<file path="src/rtl/seq_pkg.sv">
// Shared definitions for the serial pattern generator and detector.
// Pattern width, pattern table and FSM state encoding.
package seq_pkg;

  localparam int PAT_W = 5;

  localparam logic [PAT_W-1:0] PAT_0 = 5'b10111;
  localparam logic [PAT_W-1:0] PAT_1 = 5'b01010;
  localparam logic [PAT_W-1:0] PAT_2 = 5'b10101;
  localparam logic [PAT_W-1:0] PAT_3 = 5'b10100;

  typedef enum logic [1:0] {
    S_IDLE  = 2'd0,
    S_SHIFT = 2'd1,
    S_GAP   = 2'd2,
    S_DONE  = 2'd3
  } state_t;

endpackage

</file>
<file path="src/rtl/pattern_rom.sv">
// Pattern table lookup: 2-bit select to 5-bit pattern.
// Purely combinational.
module pattern_rom
  import seq_pkg::*;
(
  input  logic [1:0]       sel,
  output logic [PAT_W-1:0] pattern
);

  // Table decode
  always_comb begin
    pattern = PAT_0;
    unique case (sel)
      2'b00: pattern = PAT_0;
      2'b01: pattern = PAT_1;
      2'b10: pattern = PAT_2;
      2'b11: pattern = PAT_3;
    endcase
  end

endmodule

</file>
<file path="src/rtl/pattern_sequence_generator.sv">
// Serial pattern transmitter: MSB-first frames, repeat count,
// programmable idle gap. All outputs registered.
module pattern_sequence_generator
  import seq_pkg::*;
#(
  parameter logic GAP_BIT = 1'b0,
  parameter int   CNT_W   = 16
) (
  input  logic             clk,
  input  logic             reset,
  input  logic             start,
  input  logic             abort,
  input  logic [1:0]       pattern_sel,
  input  logic [7:0]       repeat_count,
  input  logic [3:0]       gap_len,
  output logic             serial_out,
  output logic             serial_valid,
  output logic             busy,
  output logic             done,
  output logic [CNT_W-1:0] frames_sent
);

  state_t             state, state_n;
  logic [1:0]         pat_q, pat_n;
  logic [PAT_W-1:0]   shreg, shreg_n;
  logic [2:0]         bit_idx, idx_n;
  logic [7:0]         frame_cnt, frame_n;
  logic [3:0]         gap_q, gap_n;
  logic [3:0]         gap_cnt, gcnt_n;
  logic [CNT_W-1:0]   frames_n;
  logic               out_n, valid_n, busy_n, done_n;
  logic [1:0]         rom_sel;
  logic [PAT_W-1:0]   rom_pat;

  // New select is looked up at start; latched one on reload
  assign rom_sel = (state == S_IDLE) ? pattern_sel : pat_q;

  pattern_rom u_rom (
    .sel     (rom_sel),
    .pattern (rom_pat)
  );

  // Next-state, datapath and next-output logic
  always_comb begin
    state_n  = state;
    pat_n    = pat_q;
    shreg_n  = shreg;
    idx_n    = bit_idx;
    frame_n  = frame_cnt;
    gap_n    = gap_q;
    gcnt_n   = gap_cnt;
    frames_n = frames_sent;
    out_n    = GAP_BIT;
    valid_n  = 1'b0;
    busy_n   = 1'b0;
    done_n   = 1'b0;

    unique case (state)
      S_IDLE: begin
        if (start) begin
          pat_n = pattern_sel;
          gap_n = gap_len;
          if (pattern_sel != pat_q)
            frames_n = '0;
          if (repeat_count == 8'd0) begin
            state_n = S_DONE;
            done_n  = 1'b1;
          end else begin
            state_n = S_SHIFT;
            shreg_n = rom_pat;
            idx_n   = 3'd4;
            frame_n = repeat_count;
            out_n   = rom_pat[PAT_W-1];
            valid_n = 1'b1;
            busy_n  = 1'b1;
          end
        end
      end

      S_SHIFT: begin
        if (abort) begin
          state_n = S_IDLE;
        end else if (bit_idx == 3'd0) begin
          if (frames_sent != '1)
            frames_n = frames_sent + 1'b1;
          frame_n = frame_cnt - 8'd1;
          if (frame_cnt == 8'd1) begin
            state_n = S_DONE;
            done_n  = 1'b1;
          end else if (gap_q == 4'd0) begin
            shreg_n = rom_pat;
            idx_n   = 3'd4;
            out_n   = rom_pat[PAT_W-1];
            valid_n = 1'b1;
            busy_n  = 1'b1;
          end else begin
            state_n = S_GAP;
            gcnt_n  = gap_q;
            busy_n  = 1'b1;
          end
        end else begin
          shreg_n = {shreg[PAT_W-2:0], 1'b0};
          idx_n   = bit_idx - 3'd1;
          out_n   = shreg[PAT_W-2];
          valid_n = 1'b1;
          busy_n  = 1'b1;
        end
      end

      S_GAP: begin
        if (abort) begin
          state_n = S_IDLE;
        end else if (gap_cnt == 4'd1) begin
          state_n = S_SHIFT;
          shreg_n = rom_pat;
          idx_n   = 3'd4;
          out_n   = rom_pat[PAT_W-1];
          valid_n = 1'b1;
          busy_n  = 1'b1;
        end else begin
          gcnt_n = gap_cnt - 4'd1;
          busy_n = 1'b1;
        end
      end

      S_DONE: begin
        state_n = S_IDLE;
      end
    endcase
  end

  // State, datapath and output registers with synchronous reset
  always_ff @(posedge clk) begin
    if (reset) begin
      state        <= S_IDLE;
      pat_q        <= 2'b00;
      shreg        <= '0;
      bit_idx      <= '0;
      frame_cnt    <= '0;
      gap_q        <= '0;
      gap_cnt      <= '0;
      frames_sent  <= '0;
      serial_out   <= GAP_BIT;
      serial_valid <= 1'b0;
      busy         <= 1'b0;
      done         <= 1'b0;
    end else begin
      state        <= state_n;
      pat_q        <= pat_n;
      shreg        <= shreg_n;
      bit_idx      <= idx_n;
      frame_cnt    <= frame_n;
      gap_q        <= gap_n;
      gap_cnt      <= gcnt_n;
      frames_sent  <= frames_n;
      serial_out   <= out_n;
      serial_valid <= valid_n;
      busy         <= busy_n;
      done         <= done_n;
    end
  end

endmodule

</file>
<file path="config.mk">
export PLATFORM = sky130hd
export DESIGN_NAME = pattern_sequence_generator
export DESIGN_NICKNAME = d
export VERILOG_FILES = /design/src/rtl/seq_pkg.sv /design/src/rtl/pattern_rom.sv /design/src/rtl/pattern_sequence_generator.sv
export SDC_FILE = /design/constraint.sdc
export NUM_CORES = 1
export LEC_CHECK = 0
export CORE_ASPECT_RATIO = 1.75
export CORE_MARGIN = 2
export CORE_UTILIZATION = 40
export DETAILED_ROUTE_END_ITERATION = 16
export PLACE_DENSITY = 0.64
export REMOVE_ABC_BUFFERS = 1
export SETUP_SLACK_MARGIN = 0.5
export SLEW_MARGIN = 10
export SYNTH_ARGS = -nofsm -noshare
export SYNTH_HDL_FRONTEND = slang
export SYNTH_SLANG_ARGS = --single-unit
</file>
<file path="constraint.sdc">
create_clock -name clk -period 3.4 [get_ports clk]
set_input_delay 0.34 -clock clk [delete_from_list [all_inputs] [get_ports clk]]
set_output_delay 0.34 -clock clk [all_outputs]
set_load 0.005 [all_outputs]
</file>
==> results.ini, run 1 <==
[final_layout]
num-nets-final = 373
area_growth_pct = 21.14
final_cell_mix = 47 x dfxtp_1, 43 x nand2_1, 38 x nor2_1, 37 x clkdlybuf4s50_1, 24 x a21oi_1
stdcell_area_um2 = 3047
drive_gt1_frac = 0.07123
layout_commonest_cell = dfxtp_1
antenna_cells = 0

[power_and_ir_drop]
leakage_uw = 0.001033
ir_drop_mv = 0.2229
p_total_uw = 1306
p_per_area_nw_per_um2 = 428.6

[sta]
hold_slack_ns = 0.4659
period_share = 0.7526
fin_tns_setup_ns = 0
relSlewSlack = 0.4861
setup_viol = 0
rsz0062_at_grt = no
worst_slew_pin_slew_ns = 0.7709
max_freq_mhz = 390.8
fin_crit_ns = 2.559
skew_ns = 0.006708
maxSlewViolCount = 0
hold_viol = 0

[setup_path]
crit_arrival_ns = 2.77
worstSetupPathType = register to register
max_stage_delay_ns = 0.65
required_ns = 3.61
end_kind = register
cp_slowest_cell = dfxtp_1
cp_max_fo = 14
path_cells = nand2b_1 -> buf_4 -> nor2_1 -> o22ai_1 -> or3_1 -> o41ai_1
setup.worst_path.start_class = register
r2r_cells = 6

[drt]
top_layer = met4
drtIter0Drc = 78
vias_per_cell = 5.443
drc = 0
dr.pass1.iters = 4
post_drt_wl_per_cell_um = 14.45
vias = 2346
finalWirelength_um = 6226
met2_length_um = 3400
dr_wl_met3_um = 255
ant_nets = 0
wl_met1_um = 2473

[logic_synthesis]
syn_inst = 317
synth_seq_cells = 47
synthDistinctLibCells = 51
ys_seq_area_frac = 0.3741
yosysWarnings = 0
synth-edff-count = 0
synth-main-ff-cell = dfxtp_1
postSynthAreaPerCell_um2 = 7.933
synthesis.area_um2 = 2515
async_flop_share = 0

[clock_network]
root_buffer = clkbuf_8
cts_buffers = 5
clock_latency_ns = 0.30
cts_tree = built
clockBufferDepth = 2
post-cts-setup-buffers = 0
cts_max_level = 2
clock-sinks = 47
ctsHoldBuffers = 0
post_cts_resized = 0
path_clk_slew_ns = 0.09

[global_routing]
grt_pass1_wl_um = 10340
grt-ovfl-total = 0
grt_usage = 0.1868
grt_pass1_vias = 2265
grt_antenna_before_repair = 0
grt_max_degree = 29

[placed_design]
hpwl_um = 4594
gp_congestion = 0.7919
placement.io_buffers = 37
placed_area_um2 = 2947

[status]
outcome = completed

[job]
maxCapViolCount = 0

[hold_path]
holdPathStages = 2
hp-class = register to register

[floorplanning]
core-area_um2 = 6133
start_util = 0.4100
dieArea_um2 = 6963
fp.dieH_um = 108.9
num_rows = 38
num_io_pins = 38
die_w_um = 63.94

-- critical path, delay by kind of cell, from the launching register on --
family	cells	cell delay, ns
simple gates	3	0.99
buf+inv	1	0.28
compound gates	2	0.54
flops	1	0.65
-- registers in the layout, indices dropped and copies added (netlist names) --
register and flops:
frames_sent 16, frame_cnt 8, gap_cnt 4, gap_q 4, shreg 4, bit_idx 3
pat_q 2, state 2, busy 1, done 1, serial_out 1, serial_valid 1
-- routing by layer --
layer / GRT usage / up-vias
met1: 0.1896 / 1094
met4: 0.06056 / 0
met2: 0.3705 / 47
li1: - / 1196
met5: 0 / -
met3: 0.03612 / 9
-- area by class of cell --
| cell class | count | area [um2] |
|---|---|---|
| Clock buffer | 8 | 100.1 |
| Fill cell | 619 | 3087 |
| Inverter | 11 | 41.29 |
| Multi-Input combinational cell | 244 | 1464 |
| Sequential cell | 47 | 940.9 |
| Tap cell | 80 | 100.1 |
| Timing Repair Buffer | 41 | 400.4 |
-- synth_stat cells (5+ instances only) --
cell type / n / area [um2]
nor3_1: 10 / 50.05
nand2_1: 43 / 161.4
nand3_1: 6 / 30.03
nor4_1: 15 / 93.84
or3_1: 5 / 31.28
o21ai_0: 13 / 65.06
a211oi_1: 6 / 45.04
a21oi_1: 24 / 120.1
ha_1: 5 / 62.56
clkbuf_1: 9 / 33.78
dfxtp_1: 47 / 940.9
mux2i_1: 6 / 60.06
inv_1: 10 / 37.54
xnor2_1: 16 / 140.1
nor2_1: 38 / 142.6
-- where the power goes --
| part | switching, uW | internal [uW] |
|---|---|---|
| Combinational | 173 | 137 |
| Sequential | 36.9 | 587 |
| Clock | 186 | 186 |
-- path summary, 6_finish.rpt --
| path | start | end | slack, ns |
|---|---|---|---|
| hold / removal | shreg[2] | shreg[2] | 0.47 |
| hold reg to reg | shreg[2] | shreg[2] | 0.47 |
| setup reg to reg | state[0] | bit_idx[1] | 0.84 |
| setup / recovery | state[0] | bit_idx[1] | 0.84 |
-- stage by stage --
| stage | instances | setup slack (ns) | util |
|---|---|---|---|
| 6_report | 431 | 0.8410 | 0.4967 |
| 4_1_cts | 431 | 0.8535 | 0.4967 |
| 2_1_floorplan | 302 | 0.9576 | - |
| 3_3_place_gp | 423 | 0.8744 | 0.4804 |
| 5_1_grt | 431 | 0.5132 | 0.4967 |
| 3_5_place_dp | 423 | 0.8559 | 0.4804 |
-- logic make-up after synthesis --
logic type,count (synthesis),share of synthesized area
DFF,47,0.3741
and+or+nand+nor,148,0.2965
adders and majority gates,5,0.02488
xor gates and xnor gates,16,0.05572
AOI/OAI and AO/OA,69,0.1811
buffers and inverters,26,0.04378
muxes,6,0.02388
(Power assumes the default switching activity.)
==> run 2: changes to the inputs <==
clock period = 2.6 ns   (was 3.4 ns; I/O delays follow)
==> results.ini, run 2 (synthesized netlist as in run 1, its figures left out) <==
[drt]
dr.pass1.iters = 4  ; unchanged
drc = 0  ; unchanged
top_layer = met4  ; unchanged
drtIter0Drc = 96  ; was 78
wl_met1_um = 2626  ; was 2473 um
met2_length_um = 3628  ; was 3400 um
post_drt_wl_per_cell_um = 15.27  ; was 14.45 um
vias = 2393  ; was 2346
dr_wl_met3_um = 278  ; was 255 um
vias_per_cell = 5.451  ; was 5.443
finalWirelength_um = 6702  ; was 6226 um
ant_nets = 0  ; unchanged

[final_layout]
multi_input_area_um2 = 1521  ; was 1464 um2
layout_commonest_cell = dfxtp_1  ; unchanged
final_cell_mix = 46 x dfxtp_1, 43 x nand2_1, 38 x nor2_1, 37 x clkdlybuf4s50_1, 24 x a21oi_1  ; was 47 x dfxtp_1, 43 x nand2_1, 38 x nor2_1, 37 x clkdlybuf4s50_1, 24 x a21oi_1
drive_gt1_frac = 0.1198  ; was 0.07123
regArea_um2 = 942.2  ; was 940.9 um2
largest_reg_flops = 16  ; unchanged
top_register = frames_sent  ; unchanged
finalNonFillerCells = 439  ; was 431
area_growth_pct = 25.67  ; was 21.14%
antenna_cells = 0  ; unchanged
nFillCells = 583  ; was 619
final_util = 0.5153  ; was 0.4967
reg.largest.list = frames_sent: 16 flops, frame_cnt: 8 flops  ; unchanged
num-nets-final = 382  ; was 373
stdcell_area_um2 = 3161  ; was 3047 um2

[status]
outcome = completed  ; unchanged

[sta]
skew_ns = 0.007858  ; was 0.006708 ns
max_freq_mhz = 495.2  ; was 390.8 MHz
hold_viol = 0  ; unchanged
fin_crit_ns = 2.020  ; was 2.559 ns
setup_viol = 0  ; unchanged
worst_slew_pin_slew_ns = 0.4457  ; was 0.7709 ns
maxSlewViolCount = 0  ; unchanged
period_share = 0.7767  ; was 0.7526
rsz0062_at_grt = yes  ; was no
finalWorstSetupSlack_ns = 0.5805  ; was 0.8410 ns
fin_tns_setup_ns = 0  ; unchanged
relSlewSlack = 0.7027  ; was 0.4861

[placed_design]
place_ws_ns = 0.3502  ; was 0.8559 ns
dp_cells = 431  ; was 423
hpwl_um = 4881  ; was 4594 um
gp_congestion = 0.8468  ; was 0.7919
placement.io_buffers = 37  ; unchanged
placed_area_um2 = 3007  ; was 2947 um2

[setup_path]
critPathBufInv = 2  ; was 1
cp_slowest_cell = dfxtp_2  ; was dfxtp_1
setup.worst_path.start_class = register  ; unchanged
crit_arrival_ns = 2.22  ; was 2.77 ns
worstSetupPathType = register to register  ; unchanged
cp_max_fo = 11  ; was 14
required_ns = 2.80  ; was 3.61 ns
path_common_cell = buf_4
path_cells = buf_4 -> nor2_4 -> and2_1 -> a22o_1 -> o22ai_1 -> buf_4 -> or3_1 -> o41ai_1  ; was nand2b_1 -> buf_4 -> nor2_1 -> o22ai_1 -> or3_1 -> o41ai_1
max_stage_delay_ns = 0.38  ; was 0.65 ns
crit_family = simple AND/OR/NAND/NOR gates  ; unchanged
end_kind = register  ; unchanged

[clock_network]
clock_latency_ns = 0.31  ; was 0.30 ns
path_clk_slew_ns = 0.09  ; about the same
cts_buffers = 5  ; unchanged
cts_max_level = 2  ; unchanged
cts_tree = built  ; unchanged
clock-sinks = 47  ; unchanged
clockBufferDepth = 2  ; unchanged
root_buffer = clkbuf_8  ; unchanged
ctsHoldBuffers = 0  ; unchanged

[power_and_ir_drop]
ir_drop_mv = 0.3957  ; was 0.2229 mV
p_per_area_nw_per_um2 = 537.9  ; was 428.6 nW/um2
leakage_uw = 0.001107  ; was 0.001033 uW

[global_routing]
grt_max_degree = 29  ; unchanged
grt_usage = 0.2013  ; was 0.1868
grt_pass1_vias = 2377  ; was 2265
grt_pass1_wl_um = 10950  ; was 10340 um
grt_antenna_before_repair = 0  ; unchanged
grt-ovfl-total = 0  ; unchanged

[floorplanning]
num_rows = 38  ; unchanged
fp.dieH_um = 108.9  ; unchanged
die_w_um = 63.94  ; unchanged
start_util = 0.4100  ; unchanged
core-area_um2 = 6133  ; unchanged
num_io_pins = 38  ; unchanged
dieArea_um2 = 6963  ; unchanged

[job]
maxCapViolCount = 0  ; unchanged

[hold_path]
hp-class = register to register  ; unchanged

## run 2: path summary, 6_finish.rpt
kind                 start         end  slack, ns  depth (start not counted)
setup / recovery  state[0]  bit_idx[1]       0.58                          8
hold / removal    shreg[3]    shreg[3]       0.46                          2
setup reg to reg  state[0]  bit_idx[1]       0.58                          8
hold reg to reg   shreg[3]    shreg[3]       0.46                          2
## run 2: final cells by class
| class | count | share of cell area |
|---|---|---|
| Multi-Input combinational cell | 244 | 0.4814 |
| Sequential cell | 47 | 0.2981 |
| Timing Repair Buffer | 50 | 0.1481 |
| Tap cell | 80 | 0.03167 |
| Clock buffer | 6 | 0.02613 |
| Inverter | 11 | 0.01306 |
| Clock inverter | 1 | 0.001584 |
## run 2: repair_timing
action / in CTS / in global routing
buffers inserted: 0 / 1
pin swaps: 0 / 1
setup endpoints to repair: 13 / 19
resized for setup: 3 / 8
## run 2: per-layer routing
layer | vias up | global-route usage
met5 | - | 0
met4 | 0 | 0.1040
met3 | 9 | 0.04541
met2 | 50 | 0.3795
met1 | 1124 | 0.2013
li1 | 1210 | -
## run 2: worst min-delay path, delay by kind of cell, from the launching register on
| family | cells | cell delay (ns) |
|---|---|---|
| compound gates | 1 | 0.05 |
| simple gates | 1 | 0.05 |
| flops | 1 | 0.32 |
## run 2: power breakdown
group	leakage [uW]	internal [uW]	total (uW)	switching, uW
Sequential	0.000383	768	816	48.4
Clock	0.0000470	209	449	240
Combinational	0.000676	195	435	240
Total	0.00111	1170	1700	529
## run 2: stage by stage
stage / hold slack [ns] / total power, uW
floorplan: 0.3291 / 1090
global route: 0.4834 / 1801
finish: 0.4560 / 1700
global placement: 0.4414 / 1249
CTS: 0.4571 / 1712
detailed placement: 0.4442 / 1252
==> run 3: changes to the inputs <==
clock period = 2 ns   (was 2.6 ns; I/O delays follow)
==> results.ini, run 3 (synthesized netlist as in run 1, its figures left out) <==
[status]
outcome = completed  ; unchanged

[setup_path]
cp_max_fo = 7  ; was 11
ff2ff_setup_slack_ns = 0.10  ; was 0.58 ns
setup.worst_path.start_class = register  ; unchanged
end_kind = register  ; unchanged
r2r_end = bit_idx[2]  ; was bit_idx[1]
crit_arrival_ns = 2.11  ; was 2.22 ns
r2r-start = gap_q[3]  ; was state[0]
required_ns = 2.21  ; was 2.80 ns
worstSetupPathType = register to register  ; unchanged
r2r_cells = 8  ; unchanged

[clock_network]
root_buffer = clkbuf_8  ; unchanged
cts_max_level = 2  ; unchanged
clock-sinks = 47  ; unchanged
cts_buffers = 5  ; unchanged
path_clk_slew_ns = 0.09  ; about the same
cts_tree = built  ; unchanged
clock_latency_ns = 0.31  ; about the same
clockBufferDepth = 2  ; unchanged

[final_layout]
multi_input_area_um2 = 1931  ; was 1521 um2
nFillCells = 467  ; was 583
stdcell_area_um2 = 4214  ; was 3161 um2
reg.largest.list = frames_sent: 16 flops, frame_cnt: 8 flops  ; unchanged
final_cell_mix = 65 x buf_4, 38 x nand2_1, 35 x nor2_1, 26 x clkdlybuf4s50_1, 24 x dfxtp_1  ; was 46 x dfxtp_1, 43 x nand2_1, 38 x nor2_1, 37 x clkdlybuf4s50_1, 24 x a21oi_1
layout_commonest_cell = buf_4  ; was dfxtp_1
drive_gt1_frac = 0.4468  ; was 0.1198
largest_reg_flops = 16  ; unchanged
regArea_um2 = 979.7  ; was 942.2 um2
antenna_cells = 0  ; unchanged
finalNonFillerCells = 512  ; was 439
num-nets-final = 455  ; was 382
top_register = frames_sent  ; unchanged
area_growth_pct = 67.56  ; was 25.67%

[floorplanning]
core-area_um2 = 6133  ; unchanged
die_w_um = 63.94  ; unchanged
start_util = 0.4100  ; unchanged
num_rows = 38  ; unchanged
dieArea_um2 = 6963  ; unchanged
fp.dieH_um = 108.9  ; unchanged
num_io_pins = 38  ; unchanged

[power_and_ir_drop]
p_per_area_nw_per_um2 = 642.5  ; was 537.9 nW/um2
ir_drop_mv = 0.4997  ; was 0.3957 mV
leakage_uw = 0.001624  ; was 0.001107 uW

[sta]
maxSlewViolCount = 0  ; unchanged
max_freq_mhz = 526.9  ; was 495.2 MHz
rsz0062_at_grt = yes  ; unchanged
hold_viol = 0  ; unchanged
hold_slack_ns = 0.2671  ; was 0.4560 ns
skew_ns = 0.01044  ; was 0.007858 ns
fin_tns_setup_ns = 0  ; unchanged
relSlewSlack = 0.5682  ; was 0.7027
worst_slew_pin_slew_ns = 0.6427  ; was 0.4457 ns
period_share = 0.9490  ; was 0.7767
fin_crit_ns = 1.898  ; was 2.020 ns
setup_viol = 0  ; unchanged

[placed_design]
placed_area_um2 = 3314  ; was 3007 um2
gp_congestion = 0.8401  ; was 0.8468
placement.io_buffers = 37  ; unchanged
dp_cells = 472  ; was 431
hpwl_um = 5100  ; was 4881 um

[drt]
post_drt_wl_per_cell_um = 16.21  ; was 15.27 um
finalWirelength_um = 8299  ; was 6702 um
vias = 2805  ; was 2393
drtIter0Drc = 170  ; was 96
drc = 0  ; unchanged
ant_nets = 0  ; unchanged
vias_per_cell = 5.479  ; was 5.451
dr.pass1.iters = 4  ; unchanged

[global_routing]
grt-ovfl-total = 0  ; unchanged
top_usage_layer = met2  ; unchanged
grt_use_met1 = 0.2331  ; was 0.2013
grt_use_met3 = 0.04025  ; was 0.04541
grt_pass1_vias = 2864  ; was 2377
grt_max_degree = 29  ; unchanged
grtUsageMet2 = 0.4717  ; was 0.3795
grt_pass1_wl_um = 13170  ; was 10950 um
grt_usage = 0.2436  ; was 0.2013
grt_antenna_before_repair = 0  ; unchanged

[hold_path]
hp-class = input pin to register  ; was register to register
hold_end = frame_cnt[6]  ; was shreg[3]
hold_path.startpoint = repeat_count[6]  ; was shreg[3]
holdPathStages = 5  ; was 2

[job]
maxCapViolCount = 0  ; unchanged

[run 3: cell count changes in the layout (fill, tap and decap cells not counted), sizes merged]
| cell | delta |
|---|---|
| buf | +71 |
| clkbuf | +3 |
| clkdlybuf4s15 | +2 |
| clkdlybuf4s50 | -11 |
| dlygate4sd2 | +3 |
| dlymetal6s2s | +3 |
| o2111ai | +1 |
| or2 | +1 |
[run 3: power breakdown]
group / total [uW] / internal (uW) / switching (uW) / leakage [uW]
Clock: 604 / 272 / 332 / 0.0000470
Sequential: 1070 / 1000 / 66.9 / 0.000395
Combinational: 1040 / 558 / 478 / 0.00118
Total: 2710 / 1830 / 876 / 0.00162
[run 3: worst max path at each step]
stage                          from               to  slack [ns]  depth (start not counted)
global placement    repeat_count[5]         shreg[3]       -0.06                          9
finish                     gap_q[3]       bit_idx[2]        0.10                          8
detailed placement  repeat_count[6]         shreg[3]       -0.08                          9
CTS                        gap_q[3]       bit_idx[2]        0.13                          8
floorplan                  state[0]  frames_sent[11]       -0.44                          6
global route               gap_q[3]       bit_idx[2]        0.07                          8
[run 3: metal layers]
metal  part of all wire  up-vias
met5                  0        -
li1                   -     1375
met1               0.36     1327
met4              0.033        0
met2               0.57       76
met3              0.036       27
[run 3: through the flow]
stage | setup WS, ns | power (uW) | utilization
6_report | 0.1020 | 2708 | 0.6871
3_3_place_gp | -0.05845 | 1750 | 0.5404
5_1_grt | 0.06715 | 2848 | 0.6871
4_1_cts | 0.1283 | 2633 | 0.6636
3_5_place_dp | -0.07572 | 1757 | 0.5404
2_1_floorplan | -0.4424 | 1417 | -
[run 3: worst max-delay path, stage by stage, from the launching register on]
cell     delay [ns]
dfxtp_2        0.33
nor4_2         0.26
buf_4          0.16
a21bo_4        0.24
nand2_4        0.07
o22ai_2        0.08
buf_6          0.14
or3_4          0.33
a22o_1         0.19
[run 3: area by class of cell]
class | instances | share of cell area
Sequential cell | 47 | 0.2325
Inverter | 11 | 0.01099
Multi-Input combinational cell | 246 | 0.4581
Tap cell | 80 | 0.02375
Timing Repair Buffer | 121 | 0.2539
Clock inverter | 1 | 0.001188
Clock buffer | 6 | 0.01960
[run 3: timing repair]
item,in CTS,in global routing
endpoints found under the setup margin,42,46
gates cloned,3,0
hold buffers,0,0
setup buffers,24,6
gates resized for setup,122,37
pin swaps,38,19
